$ cat config.mk
export PLATFORM = sky130hd
export DESIGN_NAME = demux_array
export DESIGN_NICKNAME = d
export VERILOG_FILES = /design/src/rtl/demux_array_pkg.sv /design/src/rtl/demux_slot.sv /design/src/rtl/demux_array.sv
export SDC_FILE = /design/constraint.sdc
export NUM_CORES = 1
export LEC_CHECK = 0
export ABC_AREA = 1
export BUFFER_PORTS_ARGS = -buffer_cell sky130_fd_sc_hd__buf_2
export CAP_MARGIN = 40
export CORE_AREA = 2 2 66 68
export CTS_BUF_LIST = sky130_fd_sc_hd__clkbuf_4
export CTS_CLUSTER_SIZE = 25
export DETAILED_ROUTE_END_ITERATION = 6
export DIE_AREA = 0 0 68 70
export GPL_TIMING_DRIVEN = 0
export PLACE_DENSITY_LB_ADDON = 0.2
export RECOVER_POWER = 100
export REMOVE_ABC_BUFFERS = 1
export SYNTH_ARGS = -nofsm -noshare
export SYNTH_HDL_FRONTEND = slang
export SYNTH_SLANG_ARGS = --single-unit
$ cat constraint.sdc
create_clock -name clk -period 1.5 [get_ports clk]
set_input_delay 0.075 -clock clk [delete_from_list [all_inputs] [get_ports clk]]
set_output_delay 0.075 -clock clk [all_outputs]
set_load 0.03 [all_outputs]
$ cat src/rtl/demux_array_pkg.sv
// Shared constants and helpers for the demux_array slice.
// Also provides the default data word width when no project-wide value is set.
`ifndef DATA_WIDTH
`define DATA_WIDTH 8
`endif

package demux_array_pkg;

  localparam int         DROP_COUNT_WIDTH = 8;
  localparam logic [7:0] DROP_COUNT_MAX   = 8'hFF;

  // The drop counter sticks at its ceiling instead of wrapping to zero.
  function automatic logic [DROP_COUNT_WIDTH-1:0] sat_inc(
    input logic [DROP_COUNT_WIDTH-1:0] value
  );
    return (value == DROP_COUNT_MAX) ? value : value + 8'd1;
  endfunction

endpackage

$ cat src/rtl/demux_slot.sv
// One output channel of demux_array: a single-word holding register plus full flag.
// A load and a drain on the same edge replace the word without a bubble.
module demux_slot
  import demux_array_pkg::*;
#(
  parameter int DATA_WIDTH = `DATA_WIDTH
) (
  input  logic                  clk,
  input  logic                  reset_n,
  input  logic                  load,
  input  logic [DATA_WIDTH-1:0] load_data,
  input  logic                  out_ready,
  output logic                  out_valid,
  output logic [DATA_WIDTH-1:0] out_data
);

  logic                  full;
  logic [DATA_WIDTH-1:0] data;

  // NOTE: the holding register is reset as well as the flag, so an idle channel reads zero after reset.
  always_ff @(posedge clk or negedge reset_n) begin
    if (!reset_n) begin
      full <= 1'b0;
      data <= '0;
    end else if (load) begin
      full <= 1'b1;
      data <= load_data;
    end else if (full && out_ready) begin
      full <= 1'b0;
    end
  end

  assign out_valid = full;
  assign out_data  = data;

endmodule

$ cat src/rtl/demux_array.sv
// Routes one input word stream to NUM_OUT single-word output channels by select index.
// Words addressed to a channel that does not exist are dropped and counted.
`ifndef DATA_WIDTH
`define DATA_WIDTH 8
`endif

module demux_array
  import demux_array_pkg::*;
#(
  parameter int DATA_WIDTH = `DATA_WIDTH,
  parameter int NUM_OUT    = 4,
  parameter int SEL_WIDTH  = $clog2(NUM_OUT)
) (
  input  logic                          clk,
  input  logic                          reset_n,
  input  logic                          in_valid,
  output logic                          in_ready,
  input  logic [DATA_WIDTH-1:0]         in_data,
  input  logic [SEL_WIDTH-1:0]          in_sel,
  output logic [NUM_OUT-1:0]            out_valid,
  input  logic [NUM_OUT-1:0]            out_ready,
  output logic [NUM_OUT*DATA_WIDTH-1:0] out_data,
  output logic                          drop_pulse,
  output logic [DROP_COUNT_WIDTH-1:0]   drop_count
);

  logic [NUM_OUT-1:0] full;
  logic [NUM_OUT-1:0] chan_ready;
  logic [NUM_OUT-1:0] load;
  logic               sel_hit;
  logic               accept;
  logic               drop;

  // A full channel can still take a word if its sink drains on the same edge.
  assign chan_ready = ~full | out_ready;

  // NOTE: every always_comb output gets a default first, so no path leaves it unassigned.
  always_comb begin
    in_ready = 1'b1;
    sel_hit  = 1'b0;
    for (int k = 0; k < NUM_OUT; k++) begin
      if (in_sel == SEL_WIDTH'(k)) begin
        in_ready = chan_ready[k];
        sel_hit  = 1'b1;
      end
    end
  end

  assign accept = in_valid && in_ready;
  assign drop   = accept && !sel_hit;

  always_comb begin
    load = '0;
    for (int k = 0; k < NUM_OUT; k++) begin
      load[k] = accept && (in_sel == SEL_WIDTH'(k));
    end
  end

  for (genvar k = 0; k < NUM_OUT; k++) begin : g_slot
    demux_slot #(
      .DATA_WIDTH (DATA_WIDTH)
    ) u_slot (
      .clk       (clk),
      .reset_n   (reset_n),
      .load      (load[k]),
      .load_data (in_data),
      .out_ready (out_ready[k]),
      .out_valid (full[k]),
      .out_data  (out_data[k*DATA_WIDTH +: DATA_WIDTH])
    );
  end

  assign out_valid = full;

  // NOTE: sequential state uses non-blocking assignments so every flop samples pre-edge values.
  always_ff @(posedge clk or negedge reset_n) begin
    if (!reset_n) begin
      drop_pulse <= 1'b0;
      drop_count <= '0;
    end else begin
      drop_pulse <= drop;
      if (drop) begin
        drop_count <= sat_inc(drop_count);
      end
    end
  end

endmodule

After elaboration in Yosys (flattened, before gate mapping) --
Index checks and enable logic that the tools add are counted.
Cells by class: equality and inequality tests 4, multiplexer cells 16, reductions and logical operators 17, add/subtract/negate cells 1, bitwise operators 3
Operators by type and width (number):
- $mux W1 | 16
- $logic_and A1 B1 Y1 | 10
- $add A8 B1 Y8 const B | 1
- $eq A8 B8 Y1 const B | 1
- $reduce_bool A2 Y1 | 4
- $eq A2 B2 Y1 const B | 2
- $not A4 Y4 | 1
- $or A4 B4 Y4 | 1
- $eq A2 B1 Y1 const B | 1
- $logic_not A2 Y1 | 1
- $reduce_and A2 Y1 | 1
- $logic_not A1 Y1 | 1
- $not A1 Y1 | 1
Storage, ports and cells: input port bits 17, logic and storage cells 51, bits in registers 45

Longest topological paths before layout --
Gate-level depths: netlist of the first run.
depth after elaboration 9, depth in mapped cells 8, depth with buffers taken out 8

Modules after synthesis --
A second synthesis of the first run with hierarchy kept.
Unflattened totals: cells, all modules 196, area total of the unflattened synthesis 1740.4 µm²
By module, submodules not included:
- demux_slot | sequential area each 225.2 µm², times used 4, cells an instance 38, area each 341.6 µm²
- demux_array | sequential area each 225.2 µm², times used 1, cells an instance 44, area each 374.1 µm²

Worst setup path before layout of the first run --
Ideal clock, no wire load.
path kind register to register, start point register g_slot[0].u_slot.full, end point register g_slot[0].u_slot.data[2], arrival time 1.099 ns, path buffers 1, slack 0.335 ns, required time 1.434 ns, setup time 0.066 ns, cell stages (with the launch flop) 9, cells stage by stage dfrtp_1 > inv_1 > nor2_1 > nand2_2 > nand3_2 > nor2_4 > buf_6 > nand4_1 > nand2_1
Between the ends: cells in the longest elaborated chain, start to end 8
RTL lines:
- from (decl) | line demux_slot.sv:17 | logic full;
- from (signal assigned) | line demux_slot.sv:23 | full <= 1'b0;
- from (signal assigned) | line demux_slot.sv:26 | full <= 1'b1;
- from (signal assigned) | line demux_slot.sv:29 | full <= 1'b0;
- $not A4 Y4 | line demux_array.sv:35 | assign chan_ready = ~full | out_ready;
- $or A4 B4 Y4 | line demux_array.sv:35
- $mux W1 (4 in series) | line demux_array.sv:42 | if (in_sel == SEL_WIDTH'(k)) begin
- via in_ready | line demux_array.sv:17 | output logic in_ready,
- $logic_and A1 B1 Y1 | line demux_array.sv:49 | assign accept = in_valid && in_ready;
- $logic_and A1 B1 Y1 | line demux_array.sv:55 | load[k] = accept && (in_sel == SEL_WIDTH'(k));
- to (signal assigned) | line demux_slot.sv:27 | data <= load_data;
- to (decl) | line demux_slot.sv:18 | logic [DATA_WIDTH-1:0] data;
The timed path passes the listed nets, and every way through them passes these cells. A chain may end at the register's enable or synchronous reset.

Worst setup path after layout of the first run --
start point register g_slot[2].u_slot.full, end point output in_ready
Between the ends: cells in the longest elaborated chain, start to end 4
RTL lines (line):
- from (decl) | demux_slot.sv:17
- from (signal assigned) | demux_slot.sv:23
- from (signal assigned) | demux_slot.sv:26
- from (signal assigned) | demux_slot.sv:29
- $not A4 Y4 | demux_array.sv:35
- $or A4 B4 Y4 | demux_array.sv:35
- $mux W1 (2 in series) | demux_array.sv:42
- to (decl) | demux_array.sv:17
Every way passes these cells.

==> impl_metrics.yaml, run 1 <==
floorplan:
  placementRows: 24
  initial_utilization_pct: 47.16
  die_area_mm2: 0.004760
  core_mm2: 0.004144
  die_y_um: 70
  io_pins: 63
  fp.dieW_um: 68
cells_and_area:
  layoutNonFillerInstCount: 307
  area_delta_synth_final_pct: 18.69
  n_fill_cell: 394
  drive_gt1_share_pct: 20.39
  diodes: 0
  design_area_mm2: 0.002320
  nNetsFinal: 271
synthesis:
  syn_avg_cell_area_um2: 10.07
  ys_warn_count: 0
  synth_top_family_by_area: "simple AND/OR/NAND/NOR gates"
  synth_ff_type: "dfrtp_1"
  yosysUniqueCellTypes: 20
  synth-edff-count: 0
  synth-seq-cells: 45
  synth-xor-area-share_pct: 0
  async_flop_share_pct: 100.0
  yosys-top-cells-count: "66 x nand2_1, 45 x dfrtp_1, 32 x nand4_1, 8 x clkbuf_1"
  synthCells: 194
  synth_most_common_cell: "nand2_1"
  synth_compound_area_share_pct: 0.7682
  yosys.area_share.simple_pct: 33.61
  synth_fa_ha_area_share_pct: 0
  synth_top_area_share_pct: 57.62
  synthTopCellsByArea: "dfrtp_1 58%, nand2_1 13%, nand4_1 10%"
  ys_seq_area_share_pct: 57.62
  syn_area_mm2: 0.001954
  synth_top_cell_by_area: "dfrtp_1"
  synthMuxAreaShare_pct: 0
sta:
  fin_crit_sh_pct: 95.82
  finClkSkew_ns: 0.01122
  fmax_ghz: 0.6957
  worst_pin_slew_ns: 0.7452
  grt_setup_unrepaired: "true"
  final_hold_viol_count: 0
  period_needed_ns: 1.437
  setup_viol: 0
  slew_violations: 0
  setup_tns_ns: 0
  timing.final.ws_setup_ns: 0.06270
  relSlewSlack_pct: 50.32
clock_tree:
  clk_latency_ns: 0.35
  clock_path_buffers: 2
  cts_tree: "built"
  htree_levels: 2
  cts-root-buf: "clkbuf_4"
  clkTransAtPathRegs_ns: 0.13
  cts_buffers: 5
  cts_sinks: 45
hold_path:
  worstHoldPathType: "input pin to register"
  worstHoldStart: "out_ready[3]"
  whs_path_depth: 4
worst_setup_path:
  cp_data_required_time_ns: 1.42
  worstPathArrival_ns: 1.36
  crit_path_start: "g_slot[2].u_slot.out_valid"
  rr_startpoint: "g_slot[2].u_slot.out_valid"
  critPathLaunchType: "register"
  cp-end-kind: "output pin"
  r2r_cells: 8
  worstPathMaxFanout: 2
  path_class: "register to output pin"
routing:
  ant_nets: 0
  vias: 1557
  post_drt_via_cell_ratio: 5.072
  drt_first_pass_iters: 5
  highest_layer: "met4"
  dr_wl_met2_um: 2247
  met1_length_um: 1999
  wl_met3_um: 300
  wl_per_cell_um: 14.90
  drt-total-wl_um: 4574
  dr.first_iter.drc_count: 128
  drc: 0
placement:
  dp.cells: 290
  dpl.hpwl_um: 2948
  placed_area_mm2: 0.002238
  pre_cts_ws_ns: -0.07981
  place_congestion: 0.7529
  io_buffers: 62
global_route:
  grt_max_degree: 37
  grt_pass1_vias: 1471
  grt.total_usage_pct: 21.38
  grt_pass1_wl_um: 7452
  antenna_found_initial: 0
  globalRoute.totalOverflow: 0
power_and_ir_drop:
  pwr_density_cell_mw_per_mm2: 1254
  irDropWorstVdd_uv: 862.7
  power.total_mw: 2.908
  p_leak_nw: 1.165
status:
  outcome: "completed"
flow_run:
  maxCapViolations: 0
==> cell type report <==
type | count | area (um2) | area share, %
well taps | 52 | 65.06 | 2.805
multi-input cells | 122 | 699.4 | 30.15
clock buffers | 5 | 37.54 | 1.618
inverters | 9 | 33.78 | 1.456
clock inverters | 3 | 12.51 | 0.5394
repair buffers | 71 | 345.3 | 14.89
flip-flops and latches | 45 | 1126 | 48.54
==> layout by cell type, fill, tap and decap left out <==
cell,instances
buf_2,17
nand3_4,1
nor2_2,4
clkbuf_4,5
inv_1,3
nand2_2,4
nand4_4,4
nand2_4,1
buf_4,1
conb_1,1
nand4_1,32
clkbuf_2,2
o21ai_1,3
dfrtp_1,45
clkinv_1,2
nor2_1,1
clkinv_2,1
inv_2,6
nand2_1,66
clkbuf_1,43
dlygate4sd3_1,7
buf_6,1
nor2_4,4
nor2_8,1
==> worst max-delay path: stages, from the launching register on <==
cell and delay [ns]:
dfrtp_1 0.42, inv_2 0.07, nor2_2 0.04, nand2_2 0.10, nand3_4 0.11, nor2_4 0.13, buf_6 0.15
==> worst paths after layout <==
kind                                                 to  slack [ns]
setup / recovery                               in_ready        0.06
hold / removal               g_slot[3].u_slot.out_valid        0.02
setup reg to reg           g_slot[2].u_slot.out_data[6]        0.10
hold reg to reg                           drop_count[3]        0.39
max in group asynchronous  g_slot[3].u_slot.out_data[4]        0.33
min in group asynchronous  g_slot[1].u_slot.out_data[7]        0.21
==> routing by layer <==
| metal | GRT usage (%) | up-vias |
|---|---|---|
| li1 | - | 757 |
| met1 | 31.29 | 745 |
| met2 | 30.20 | 53 |
| met3 | 6.119 | 2 |
| met4 | 7.556 | 0 |
| met5 | 0 | - |
==> registers in the layout, indices dropped and copies added (netlist names) <==
| signal | flops |
|---|---|
| drop_count | 8 |
| drop_pulse | 1 |
| g_slot.u_slot.out_data | 32 |
| g_slot.u_slot.out_valid | 4 |
==> stage by stage <==
stage / hold slack (ns) / utilization, %
after CTS: 0.001639 / 56.97
after global routing: 0.0009758 / 55.98
after global placement: 0.2582 / 53.35
after floorplan: -0.2206 / -
after detailed placement: 0.08793 / 54.02
final: 0.01740 / 55.98
==> power by group <==
group | switching, mW | leakage [nW] | internal [mW]
logic | 0.672 | 0.560 | 0.201
registers | 0.0999 | 0.575 | 1.39
clock network | 0.376 | 0.0300 | 0.170
total | 1.15 | 1.17 | 1.76
==> repair_timing <==
item                       4_1_cts  5_1_grt
cloned                           1        0
hold buffers                     4        3
buffers inserted                 1        0
resized for setup                4        4
hold endpoints to repair        24        3
pin swaps                        1        2
setup endpoints to repair       33       24
==> logic make-up after synthesis <==
kind of cell,Yosys count
flip-flops,45
buffers and inverters,28
other,1
AO/OA/AOI/OAI,3
AND/OR/NAND/NOR,117
Power figures use the tool's default switching activity.
==> run 2: changes to the inputs <==
--- a/config.mk
+++ b/config.mk
@@ -8,11 +8,13 @@
 export ABC_AREA = 1
 export BUFFER_PORTS_ARGS = -buffer_cell sky130_fd_sc_hd__buf_2
 export CAP_MARGIN = 40
-export CORE_AREA = 2 2 66 68
+export CELL_PAD_IN_SITES_DETAIL_PLACEMENT = 0
+export CELL_PAD_IN_SITES_GLOBAL_PLACEMENT = 1
+export CORE_AREA = 2 2 74 76
 export CTS_BUF_LIST = sky130_fd_sc_hd__clkbuf_4
 export CTS_CLUSTER_SIZE = 25
 export DETAILED_ROUTE_END_ITERATION = 6
-export DIE_AREA = 0 0 68 70
+export DIE_AREA = 0 0 76 78
 export GPL_TIMING_DRIVEN = 0
 export PLACE_DENSITY_LB_ADDON = 0.2
 export RECOVER_POWER = 100
==> impl_metrics.yaml, run 2 (synthesis results as in run 1) <==
sta:
  grt_setup_unrepaired: "true"
  setup_tns_ns: 0
  period_needed_ns: 1.461
  slew_violations: 0
  worst_pin_slew_ns: 0.7366
  finClkSkew_ns: 0.006415
  fin_crit_sh_pct: 97.42
  relSlewSlack_pct: 50.90
  fmax_ghz: 0.6843
  timing.final.ws_setup_ns: 0.03870
  final_hold_viol_count: 0
  setup_viol: 0
power_and_ir_drop:
  p_leak_nw: 1.159
  pwr_density_cell_mw_per_mm2: 1257
  irDropWorstVdd_uv: 527.8
routing:
  post_drt_via_cell_ratio: 4.834
  wl_per_cell_um: 14.67
  drc: 0
  drt_first_pass_iters: 4
  vias: 1571
  dr.first_iter.drc_count: 152
  drt-total-wl_um: 4768
  ant_nets: 0
worst_setup_path:
  cp_data_required_time_ns: 1.42
  critPathLaunchType: "register"
  crit_chain: "inv_2 -> nor2_2 -> nand2_2 -> nand3_4 -> nor2_4 -> buf_6"
  worstPathMaxFanout: 4
  path_class: "register to output pin"
  critical-path-slowest-cell: "dfrtp_1"
  cp_slowest_stage_delay_ns: 0.41
  rrSetupSlack_ns: 0.09
  crit_buf_inv: 2
  path_delay_family: "simple AND/OR/NAND/NOR gates"
  worstPathArrival_ns: 1.39
  cp-end-kind: "output pin"
floorplan:
  placementRows: 26
  fp.dieW_um: 76
  die_y_um: 78
  core_mm2: 0.005042
  io_pins: 63
  initial_utilization_pct: 38.76
  die_area_mm2: 0.005928
global_route:
  globalRoute.totalOverflow: 0
  antenna_found_initial: 0
  grt_pass1_vias: 1490
  grt_pass1_wl_um: 7824
  grt_max_degree: 37
  grt.total_usage_pct: 16.92
cells_and_area:
  diodes: 0
  final_common_cell: "nand2_1"
  multiInputGateArea_um2: 690.7
  drive_gt1_share_pct: 21.18
  area_delta_synth_final_pct: 19.40
  nNetsFinal: 271
  n_fill_cell: 507
  final_util_pct: 46.28
  largest_reg_flops: 32
  layout_common_cells: "66 x nand2_1, 45 x dfrtp_1, 45 x clkbuf_1, 32 x nand4_1, 15 x buf_2"
  regArea_mm2: 0.001126
hold_path:
  worstHoldPathType: "input pin to register"
status:
  outcome: "completed"
clock_tree:
  cts-root-buf: "clkbuf_4"
  cts_buffers: 5
  clock_path_buffers: 2
  clk_latency_ns: 0.35
  cts_tree: "built"
  cts_sinks: 45
  htree_levels: 2
  clkTransAtPathRegs_ns: 0.13
placement:
  dpl.hpwl_um: 3140
  io_buffers: 62
  pre_cts_ws_ns: -0.1093
  place_congestion: 0.6912
flow_run:
  maxCapViolations: 0
-- run 2: final cells by class --
cell class / instances / area share [%]
Multi-Input combinational cell: 122 / 29.60
Clock inverter: 3 / 0.7507
Timing Repair Buffer: 71 / 14.58
Inverter: 9 / 1.448
Sequential cell: 45 / 48.26
Clock buffer: 5 / 1.609
Tap cell: 70 / 3.753
-- run 2: power breakdown --
group / internal [mW] / leakage (nW) / switching (mW)
clock network: 0.177 / 0.0310 / 0.394
logic: 0.200 / 0.553 / 0.673
registers: 1.39 / 0.575 / 0.0989
-- run 2: final timing paths --
path | from | to | cells after the start
hold / removal | in_data[3] | g_slot[0].u_slot.out_data[3] | 3
setup reg to reg | g_slot[1].u_slot.out_valid | g_slot[2].u_slot.out_data[6] | 8
setup / recovery | g_slot[2].u_slot.out_valid | in_ready | 6
min in group asynchronous | reset_n | drop_count[6] | 2
max in group asynchronous | reset_n | g_slot[3].u_slot.out_data[4] | 3
hold reg to reg | drop_count[0] | drop_count[0] | 0
-- run 2: timing repair --
action | 4_1_cts | 5_1_grt
cloned | 1 | 0
setup endpoints to repair | 33 | 31
resized for setup | 4 | 5
pin swaps | 1 | 3
hold buffers | 6 | 0
setup buffers | 1 | 1
endpoints found under the hold margin | 28 | 0
-- run 2: through the flow --
stage / instances / power [mW] / hold WS (ns) / instance area, um2
floorplan: 175 / 2.082 / -0.2206 / 1836
global placement: 307 / 2.403 / 0.2552 / 2233
detailed placement: 308 / 2.424 / 0.1095 / 2261
CTS: 324 / 3.028 / 0.003356 / 2409
global route: 325 / 3.100 / 0.006770 / 2333
finish: 325 / 2.933 / 0.02481 / 2333
-- run 2: routing by layer --
| metal | up-vias | part of all wire, % | GRT usage [%] |
|---|---|---|---|
| li1 | 763 | - | - |
| met1 | 752 | 47 | 23.95 |
| met4 | 0 | 1.3 | 5.455 |
| met5 | - | 0 | 0 |
| met2 | 51 | 45 | 25.09 |
| met3 | 5 | 6.6 | 4.884 |
-- run 2: tightest hold or removal path: cells and delay by family --
kind | cells | cell delay (ns)
buffers and inverters | 1 | 0.14
AND/OR/NAND/NOR | 2 | 0.15
==> run 3: changes to the inputs <==
--- a/config.mk
+++ b/config.mk
@@ -17,7 +17,6 @@
 export DIE_AREA = 0 0 76 78
 export GPL_TIMING_DRIVEN = 0
 export PLACE_DENSITY_LB_ADDON = 0.2
-export RECOVER_POWER = 100
 export REMOVE_ABC_BUFFERS = 1
 export SYNTH_ARGS = -nofsm -noshare
 export SYNTH_HDL_FRONTEND = slang
==> constraint.sdc (replaced) <==
create_clock -name clk -period 1.5 [get_ports clk]
set_input_delay 0 -clock clk [delete_from_list [all_inputs] [get_ports clk]]
set_output_delay 0 -clock clk [all_outputs]
set_load 0.03 [all_outputs]
==> impl_metrics.yaml, run 3 (synthesis results as in run 1) <==
clock_tree:
  htree_levels: 2
  cts_tree: "built"
  cts-root-buf: "clkbuf_4"
  clk_latency_ns: 0.35
  clock_path_buffers: 2
  cts_sinks: 45
  cts_buffers: 5
  clkTransAtPathRegs_ns: 0.13
sta:
  period_needed_ns: 1.407
  worst_pin_slew_ns: 0.7723
  relSlewSlack_pct: 48.51
  slew_violations: 0
  fmax_ghz: 0.7106
  setup_viol: 0
  finClkSkew_ns: 0.007480
  fin_crit_sh_pct: 93.82
  whs_ns: 0.03225
  timing.final.ws_setup_ns: 0.09272
  final_hold_viol_count: 0
worst_setup_path:
  worstPathArrival_ns: 1.71
  cp-end-kind: "register"
  critPathLaunchType: "register"
  cp_data_required_time_ns: 1.80
  worstPathMaxFanout: 7
  path_class: "register to register"
  r2r_cells: 9
routing:
  drc: 0
  wl_per_cell_um: 14.47
  vias: 1622
  ant_nets: 0
  dr.first_iter.drc_count: 151
  drt_first_pass_iters: 4
  drt-total-wl_um: 4905
  post_drt_via_cell_ratio: 4.785
floorplan:
  io_pins: 63
  die_y_um: 78
  die_area_mm2: 0.005928
  placementRows: 26
  fp.dieW_um: 76
  initial_utilization_pct: 38.76
  core_mm2: 0.005042
cells_and_area:
  final_util_pct: 50.92
  layout_common_cells: "66 x nand2_1, 61 x buf_2, 45 x dfrtp_1, 32 x nand4_1, 13 x dlygate4sd3_1"
  nNetsFinal: 285
  final_common_cell: "nand2_1"
  drive_gt1_share_pct: 37.92
  design_area_mm2: 0.002567
  area_delta_synth_final_pct: 31.37
  diodes: 0
  largest_reg_flops: 32
global_route:
  globalRoute.totalOverflow: 0
  grt_max_degree: 37
  antenna_found_initial: 0
  grt_pass1_vias: 1497
  grt.total_usage_pct: 16.99
  grt_pass1_wl_um: 7859
placement:
  placed_area_mm2: 0.002261
  place_congestion: 0.6912
  io_buffers: 62
  dpl.hpwl_um: 3140
  pre_cts_ws_ns: -0.08483
power_and_ir_drop:
  p_leak_nw: 1.402
  power.total_mw: 3.030
  pwr_density_cell_mw_per_mm2: 1180
  irDropWorstVdd_uv: 570.4
flow_run:
  maxCapViolations: 0
hold_path:
  whs_path_depth: 4
  worstHoldPathType: "input pin to register"
status:
  outcome: "completed"
## run 3: changes by cell type in the layout (fill, tap and decap cells not counted), moves of 4 or more
cell,previous run,this run
buf_2,15,61
clkbuf_1,45,0
dlygate4sd3_1,6,13
buf_4,2,6
## run 3: through the flow
step	TNS (ns)	instances
after floorplan	-2.737	175
after CTS	0	331
after global placement	-1.557	307
final	0	339
after detailed placement	-1.739	308
after global routing	-0.00005573	339
## run 3: final timing paths
check	start	to	slack, ns
hold reg to reg	drop_count[0]	drop_count[0]	0.39
setup / recovery	g_slot[2].u_slot.out_valid	g_slot[1].u_slot.out_data[3]	0.09
min in group asynchronous	reset_n	drop_count[6]	0.17
hold / removal	in_sel[1]	g_slot[1].u_slot.out_data[5]	0.03
setup reg to reg	g_slot[2].u_slot.out_valid	g_slot[1].u_slot.out_data[3]	0.09
max in group asynchronous	reset_n	g_slot[3].u_slot.out_data[5]	0.82
## run 3: repair_timing
item                                    4_1_cts  5_1_grt
endpoints found under the setup margin       33       31
gates resized for setup                       3        5
endpoints found under the hold margin        59        0
pin swaps                                     1        5
buffers inserted                              1        7
hold buffers                                 13        0
gates cloned                                  1        1
## run 3: cell type report
cell class | count | area [um2]
fill | 482 | 2475
sequential | 45 | 1126
multi-input combinational | 122 | 694.4
timing repair buffer | 85 | 570.5
tap | 70 | 87.58
clock buffer | 5 | 37.54
inverter | 9 | 33.78
clock inverter | 3 | 17.52
## run 3: critical path, cell delays in order (launching register included)
cell	delay, ns
dfrtp_1	0.42
inv_2	0.06
nor2_1	0.04
nand2_2	0.10
nand3_4	0.09
nor2_4	0.18
buf_4	0.15
clkbuf_16	0.14
nand4_1	0.07
nand2_1	0.11
## run 3: per-layer routing
layer  wire length [um]  global-route usage, %  up-vias
met4                 36                  5.455        0
li1                   -                      -      790
met1               2246                  23.80      779
met2               2274                  25.54       51
met3                349                  4.884        2
met5                  0                      0        -
## run 3: power breakdown
| group | total [mW] | leakage (nW) | internal, mW | switching (mW) |
|---|---|---|---|---|
| registers | 1.48 | 0.575 | 1.39 | 0.0927 |
| logic | 0.979 | 0.796 | 0.295 | 0.684 |
| clock network | 0.569 | 0.0310 | 0.177 | 0.391 |
| total | 3.03 | 1.40 | 1.86 | 1.17 |
